## src/rtl/pc_sequencer.sv

```systemverilog
// PC sequencer: owns the PC and walks each instruction through FETCH -> EXEC -> UPDATE.
// Optional retire/taken performance counters are enabled by defining PC_SEQ_PERF_EN.
module pc_sequencer #(
  parameter logic [31:0] RESET_VECTOR = 32'h0000_0000,
  parameter int          ACK_TIMEOUT  = 255
) (
  input  logic        CLK,
  input  logic        RST,
  output logic        IMEM_REQ,
  output logic [31:0] IMEM_ADDR,
  input  logic        IMEM_ACK,
  input  logic [31:0] IMEM_DATA,
  output logic [31:0] INSTR,
  output logic        INSTR_VALID,
  input  logic        EXEC_DONE,
  input  logic [31:0] NEXT_PC,
  input  logic        HALT_REQ,
  output logic        HOLD,
  output logic [31:0] PC,
  output logic        ERR,
`ifdef PC_SEQ_PERF_EN
  output logic [31:0] RETIRED_CNT,
  output logic [31:0] TAKEN_CNT,
`endif
  output logic        HALTED
);

  localparam logic [2:0] S_RESET  = 3'd0;
  localparam logic [2:0] S_FETCH  = 3'd1;
  localparam logic [2:0] S_EXEC   = 3'd2;
  localparam logic [2:0] S_UPDATE = 3'd3;
  localparam logic [2:0] S_HALT   = 3'd4;

  localparam logic [7:0] TIMEOUT_C = 8'(ACK_TIMEOUT);

  logic [2:0]  r_state;
  logic [31:0] r_pc;
  logic [31:0] r_instr;
  logic        r_err;
  logic [7:0]  r_cnt;
  logic        r_halt_pend;

  logic [7:0]  w_cnt_inc;
  logic        w_misaligned;
  logic        w_halt;
  logic        w_taken;

  assign w_cnt_inc    = r_cnt + 8'd1;
  assign w_misaligned = |NEXT_PC[1:0];
  assign w_halt       = r_halt_pend | HALT_REQ;
  assign w_taken      = (NEXT_PC != (r_pc + 32'd4));

  always_ff @(posedge CLK) begin
    if (RST) begin
      r_state     <= S_RESET;
      r_pc        <= RESET_VECTOR;
      r_instr     <= 32'h0;
      r_err       <= 1'b0;
      r_cnt       <= 8'h0;
      r_halt_pend <= 1'b0;
    end else begin
      case (r_state)
        S_RESET: begin
          r_state <= S_FETCH;
          r_cnt   <= 8'h0;
        end
        S_FETCH: begin
          if (HALT_REQ) r_halt_pend <= 1'b1;
          if (IMEM_ACK) begin
            r_instr <= IMEM_DATA;
            r_cnt   <= 8'h0;
            r_state <= S_EXEC;
          end else begin
            r_cnt <= w_cnt_inc;
            if (w_cnt_inc == TIMEOUT_C) begin
              r_err   <= 1'b1;
              r_state <= S_HALT;
            end
          end
        end
        S_EXEC: begin
          if (HALT_REQ) r_halt_pend <= 1'b1;
          if (EXEC_DONE) r_state <= S_UPDATE;
        end
        S_UPDATE: begin
          // A misaligned target never reaches the PC; the core stops with the old PC visible.
          if (w_misaligned) begin
            r_err   <= 1'b1;
            r_state <= S_HALT;
          end else begin
            r_pc        <= NEXT_PC;
            r_halt_pend <= 1'b0;
            r_state     <= w_halt ? S_HALT : S_FETCH;
          end
        end
        S_HALT:  r_state <= S_HALT;
        default: r_state <= S_RESET;
      endcase
    end
  end

`ifdef PC_SEQ_PERF_EN
  logic [31:0] r_retired_cnt;
  logic [31:0] r_taken_cnt;

  always_ff @(posedge CLK) begin
    if (RST) begin
      r_retired_cnt <= 32'h0;
      r_taken_cnt   <= 32'h0;
    end else if (r_state == S_UPDATE && !w_misaligned) begin
      r_retired_cnt <= r_retired_cnt + 32'd1;
      if (w_taken) r_taken_cnt <= r_taken_cnt + 32'd1;
    end
  end

  assign RETIRED_CNT = r_retired_cnt;
  assign TAKEN_CNT   = r_taken_cnt;
`else
  logic w_unused_perf;
  assign w_unused_perf = w_taken;
`endif

  assign IMEM_REQ    = (r_state == S_FETCH);
  assign IMEM_ADDR   = r_pc;
  assign INSTR       = r_instr;
  assign INSTR_VALID = (r_state == S_EXEC);
  assign HOLD        = (r_state != S_UPDATE);
  assign PC          = r_pc;
  assign ERR         = r_err;
  assign HALTED      = (r_state == S_HALT);

endmodule

```

## config.mk

```make
export PLATFORM = sky130hd
export DESIGN_NAME = pc_sequencer
export DESIGN_NICKNAME = d
export VERILOG_FILES = /design/src/rtl/pc_sequencer.sv
export SDC_FILE = /design/constraint.sdc
export NUM_CORES = 1
export LEC_CHECK = 0
export CORE_MARGIN = 5
export CORE_UTILIZATION = 39
export DETAILED_ROUTE_END_ITERATION = 16
export HOLD_SLACK_MARGIN = 0.15
export PLACE_DENSITY_LB_ADDON = 0.15
export SYNTH_ARGS = -nofsm -noshare
export SYNTH_HDL_FRONTEND = slang
export SYNTH_SLANG_ARGS = --single-unit
```

## constraint.sdc

```tcl
create_clock -name CLK -period 1.8 [get_ports CLK]
set_clock_uncertainty 0.05 [all_clocks]
set_input_delay 0.45 -clock CLK [delete_from_list [all_inputs] [get_ports CLK]]
set_output_delay 0.45 -clock CLK [all_outputs]
set_load 0.1 [all_outputs]
```

Yosys cells after proc, flatten, opt, wreduce, memory -nomap -nowiden
Index checks and enable logic that the tools add are counted.
Storage, ports and cells
  register bits: 77
  input bits: 69
  output and inout port bits: 101
  word-level logic and storage cells: 48
Operators by class
  add/sub/neg operators: 1
  equal/unequal tests: 13
  muxes and demuxes: 15
  bitwise logic cells: 2
  reduce and logical (&&, ||, !) cells: 11
Operators by type and width (count)
  8-bit case mux with 2 select lines: 1
  3-bit 2-to-1 mux: 5
  3-bit case mux with 5 select lines: 1
  8-bit by 1-bit adder with 8-bit output (second input constant): 1
  8-bit equality test (second input constant): 1
  8-bit 2-to-1 mux: 1
  3-bit by 2-bit equality test with 1-bit output (second input constant): 2
  2-bit by 1-bit inequality test with 1-bit output (second input constant): 3
  2-bit inequality test (second input constant): 3
  2-bit AND reduction: 3
  2-bit nonzero test: 3
  1-bit 2-to-1 mux: 5
  1-bit case mux with 2 select lines: 2
  4-bit AND reduction: 1
  2-bit OR reduction: 2
  3-bit by 1-bit equality test with 1-bit output (second input constant): 1
  3-bit equality test (second input constant): 1
  3-bit zero test: 1
  3-bit by 1-bit inequality test with 1-bit output (second input constant): 1
  3-bit by 2-bit inequality test with 1-bit output (second input constant): 1
  3-bit AND reduction: 1
  1-bit NOT: 1
  1-bit OR: 1

Depth between registers and ports, before layout
  word-level depth: 5
  depth in mapped cells: 8
  depth with buffers taken out: 6

Worst setup path after synthesis
Ideal clock, no wire load.
  kind: reg-to-output
  start: register r_state[0]
  end: output HALTED
  data arrival time: 2.702 ns
  required time: 1.300 ns
  path slack: -1.402 ns
  stages on the path, launching flop included: 3
  buffers on the path: 1
  cells stage by stage: dfxtp_1 -> buf_2 -> nor3b_1
Between the ends
  longest elaborated chain between the ends: 1
RTL lines
  start: declaration: RTL line 36  | logic [2:0] r_state;
  start signal: assignment: RTL line 93  | r_state <= w_halt ? S_HALT : S_FETCH;
  3-bit equality test: RTL line 130  | assign HALTED = (r_state == S_HALT);
  end: declaration: RTL line 25  | output logic HALTED
Every way passes these cells.

Worst setup path in the final report
  start: register r_state[2]
  end: output HALTED
Same word-level chain as after synthesis.

==> summary.txt <==
Status
  – Status: finished, final reports clean

Routing
  – DRT antenna net count: 0
  – Total Wirelength: 10,500 um
  – Wire length per cell: 15.9 um
  – Via count: ~3,200
  – Initial DRC count: 99
  – DRC violations left: 0
  – Vias per cell: 4.87
  – Drt pass-1 iters: 4

Worst hold path
  – Cells on Worst Hold Path: 3
  – Min-Delay Path Class: in -> reg
  – Hold Crit Start: RST
  – WHS Endpoint: r_state[1]

CTS
  – CTS Buf Count: 9
  – Root buffer cell: clkbuf_8
  – Clock Sinks: between 70 and 80
  – CTS tree: done
  – CTS clk-pin slew, worst paths: 0.08 ns
  – Clock H-tree levels: 3
  – Clock latency on the worst-skew pair: 0.34 ns
  – Clock buffer depth: 2
  – Cts hold-fix bufs: 0

Worst setup path
  – Crit Reg-Reg Endpoint: r_cnt[3]
  – Arrival time at the worst endpoint: about 1.3 ns
  – Gate family responsible for the most delay along the worst path: flip-flops
  – Critical-path top delay cell: dfxtp_4
  – CP cell instances: nor3b_4 > buf_12
  – Worst R2R Setup Slack: about 0.054 ns
  – Worst setup EP type: output pin
  – Worst r2r src: r_state[1]
  – CP Launch Type: register
  – Crit-path max cell delay: roughly 0.42 ns
  – Crit Path Max Fanout: 8
  – Worst path bufs/invs: 1
  – Worst EP required: 1.30 ns
  – WS Path Type: reg -> out
  – Worst Reg-to-Reg Cells: 6

Power and ir drop
  – Leakage power: 2.25 nW
  – VDD IR max: about 0.00053 V
  – Pwr Density: 718 nW/um2
  – Power, Total: 4.36 mW

Place
  – Dpl ws: -0.226 ns
  – PortBufs: roughly 170
  – Dpl hpwl: 8170 um
  – Routability cong.: 0.763

Cells and area
  – Antenna Diode Count: 0
  – Share of post-route cells with drive strength above 1: 0.279
  – Area grow syn2layout: 91.3%
  – Final core occ: 0.751
  – Final nets: roughly 620

Floorplan
  – Chip width: 100 um
  – Io pins: 170
  – Row Count: 33
  – Die H: around 100 um
  – Starting density of the core: 0.392
  – Die area: 10,000 um2
  – Core Region: 8090 um2

Logic synthesis
  – Synth warn: 0
  – Ys flop type: dfxtp_1
  – Post-Syn Area per Cell: 7.82 um2
  – Flip-flop and latch count after synthesis: 77
  – Synthesized instance count: 406
  – Distinct cells, synth: 34
  – Syn Nets: between 400 and 500
  – Sequential area share after synthesis: 0.485
  – Post-Syn Area: 3180 um2
  – Synth async-reset ratio: 0
  – Post-synth EDFFs: 0

Timing
  – Relative slew slack: 0.756
  – Setup ws final: 0.0540 ns
  – Final Slew Violations: 0
  – Worst Max-Slew Pin Slew: around 0.37 ns
  – Fin. Hold Viols: 0
  – Final setup viols: 0
  – Achievable frequency: 573 MHz
  – Final period utilization: 0.970
  – Final worst path period need: 1.75 ns

Global route
  – Vias in the first global route: 3,160
  – First-pass GRT wire length: 16,300 um
  – Largest net degree at the start of global routing: 48
  – Antenna violations before repair: 0
  – Tot GR Track Use: 0.203
  – Total gr overflow: 0

Run
  – MaxCap Viol Count: 0
-- power breakdown --
part,internal [mW],switching (mW)
Clock,0.570,0.618
Combinational,0.529,0.780
Sequential,1.77,0.0899
-- how the worst max path moves through the flow --
| stage | start | endpoint | slack (ns) | cells after the start |
|---|---|---|---|---|
| 2_1_floorplan | r_state[0] | IMEM_ADDR[23] | -0.13 | 8 |
| 3_3_place_gp | IMEM_ACK | r_cnt[2] | -0.18 | 6 |
| 3_5_place_dp | IMEM_ACK | r_cnt[3] | -0.23 | 6 |
| 4_1_cts | r_state[0] | HOLD | 0.009 | 4 |
| 5_1_grt | r_state[2] | HALTED | -0.004 | 2 |
| 6_report | r_state[2] | HALTED | 0.05 | 2 |
-- metal layers --
metal | track usage | up-vias | wire (um)
met5 | 0 | - | 0
met4 | 0.0777 | 0 | 143
met3 | 0.0751 | 11 | 1080
met2 | 0.347 | 138 | 5180
met1 | 0.229 | 1472 | 4050
li1 | - | 1581 | -
-- state kept, by name (all words and copies together) (netlist names) --
signal	cells
r_cnt	8
IMEM_ADDR	32
r_state	3
r_halt_pend	1
INSTR	32
ERR	1
-- repair_timing --
item | in CTS | in global routing
resized for setup | 4 | 0
cloned | 0 | 0
pin swaps | 0 | 1
endpoints found under the setup margin | 3 | 2
buffers inserted | 1 | 3
-- logic make-up (layout without fill, tap and decap cells) --
logic type,count (synthesis),after routing,synth area share
flip-flops,77,77,0.485
AND/OR/NAND/NOR,178,178,0.240
AO/OA/AOI/OAI,89,89,0.149
buffers and inverters,59,205,0.115
XOR/XNOR,1,1,0.00276
adder cells (fa/ha/maj),2,2,0.00788
-- metrics by stage --
stage	TNS (ns)	cells	instance area [um2]	hold slack (ns)
5_1_grt	-0.00672	657	6070	0.463
3_5_place_dp	-3.24	637	5860	0.433
3_3_place_gp	-0.869	637	5860	0.420
4_1_cts	0	654	6060	0.422
2_1_floorplan	-6.28	406	3280	0.398
6_report	0	657	6070	0.433
-- synth_stat cells, types with 3 or more instances --
cell type / n / share of area
dfxtp_1: 77 / 0.49
nor2_1: 17 / 0.020
buf_4: 32 / 0.076
nor3b_1: 5 / 0.012
clkbuf_1: 16 / 0.019
o22ai_1: 3 / 0.0059
buf_2: 7 / 0.011
o21ai_0: 8 / 0.013
nand3_1: 4 / 0.0063
a21oi_1: 71 / 0.11
nand2_1: 132 / 0.16
-- worst min-delay path, cell delays in order --
cell    delay [ns]
buf_2         0.14
nor2_1        0.07
and2_1        0.13
-- layout make-up --
cell class	instances	area [um2]
clock buffer	12	155
clock inverter	4	22.5
fill	564	2020
inverter	2	11.3
multi-input combinational	270	1320
sequential	77	1560
tap	105	131
timing repair buffer	187	2880
-- layout by cell type, fill, tap and decap left out, drive strengths merged, types with 2 or more instances in the layout --
master,count
a21oi,71
a311oi,2
and2,2
and3,2
buf,118
clkbuf,14
clkdlybuf4s50,67
clkinv,3
clkinvlp,2
dfxtp,77
ha,2
nand2,132
nand2b,2
nand3,4
nand3b,2
nor2,17
nor2b,2
nor3,3
nor3b,6
o21ai,8
o22ai,3
or3,2
Power figures use the tool's default switching activity.
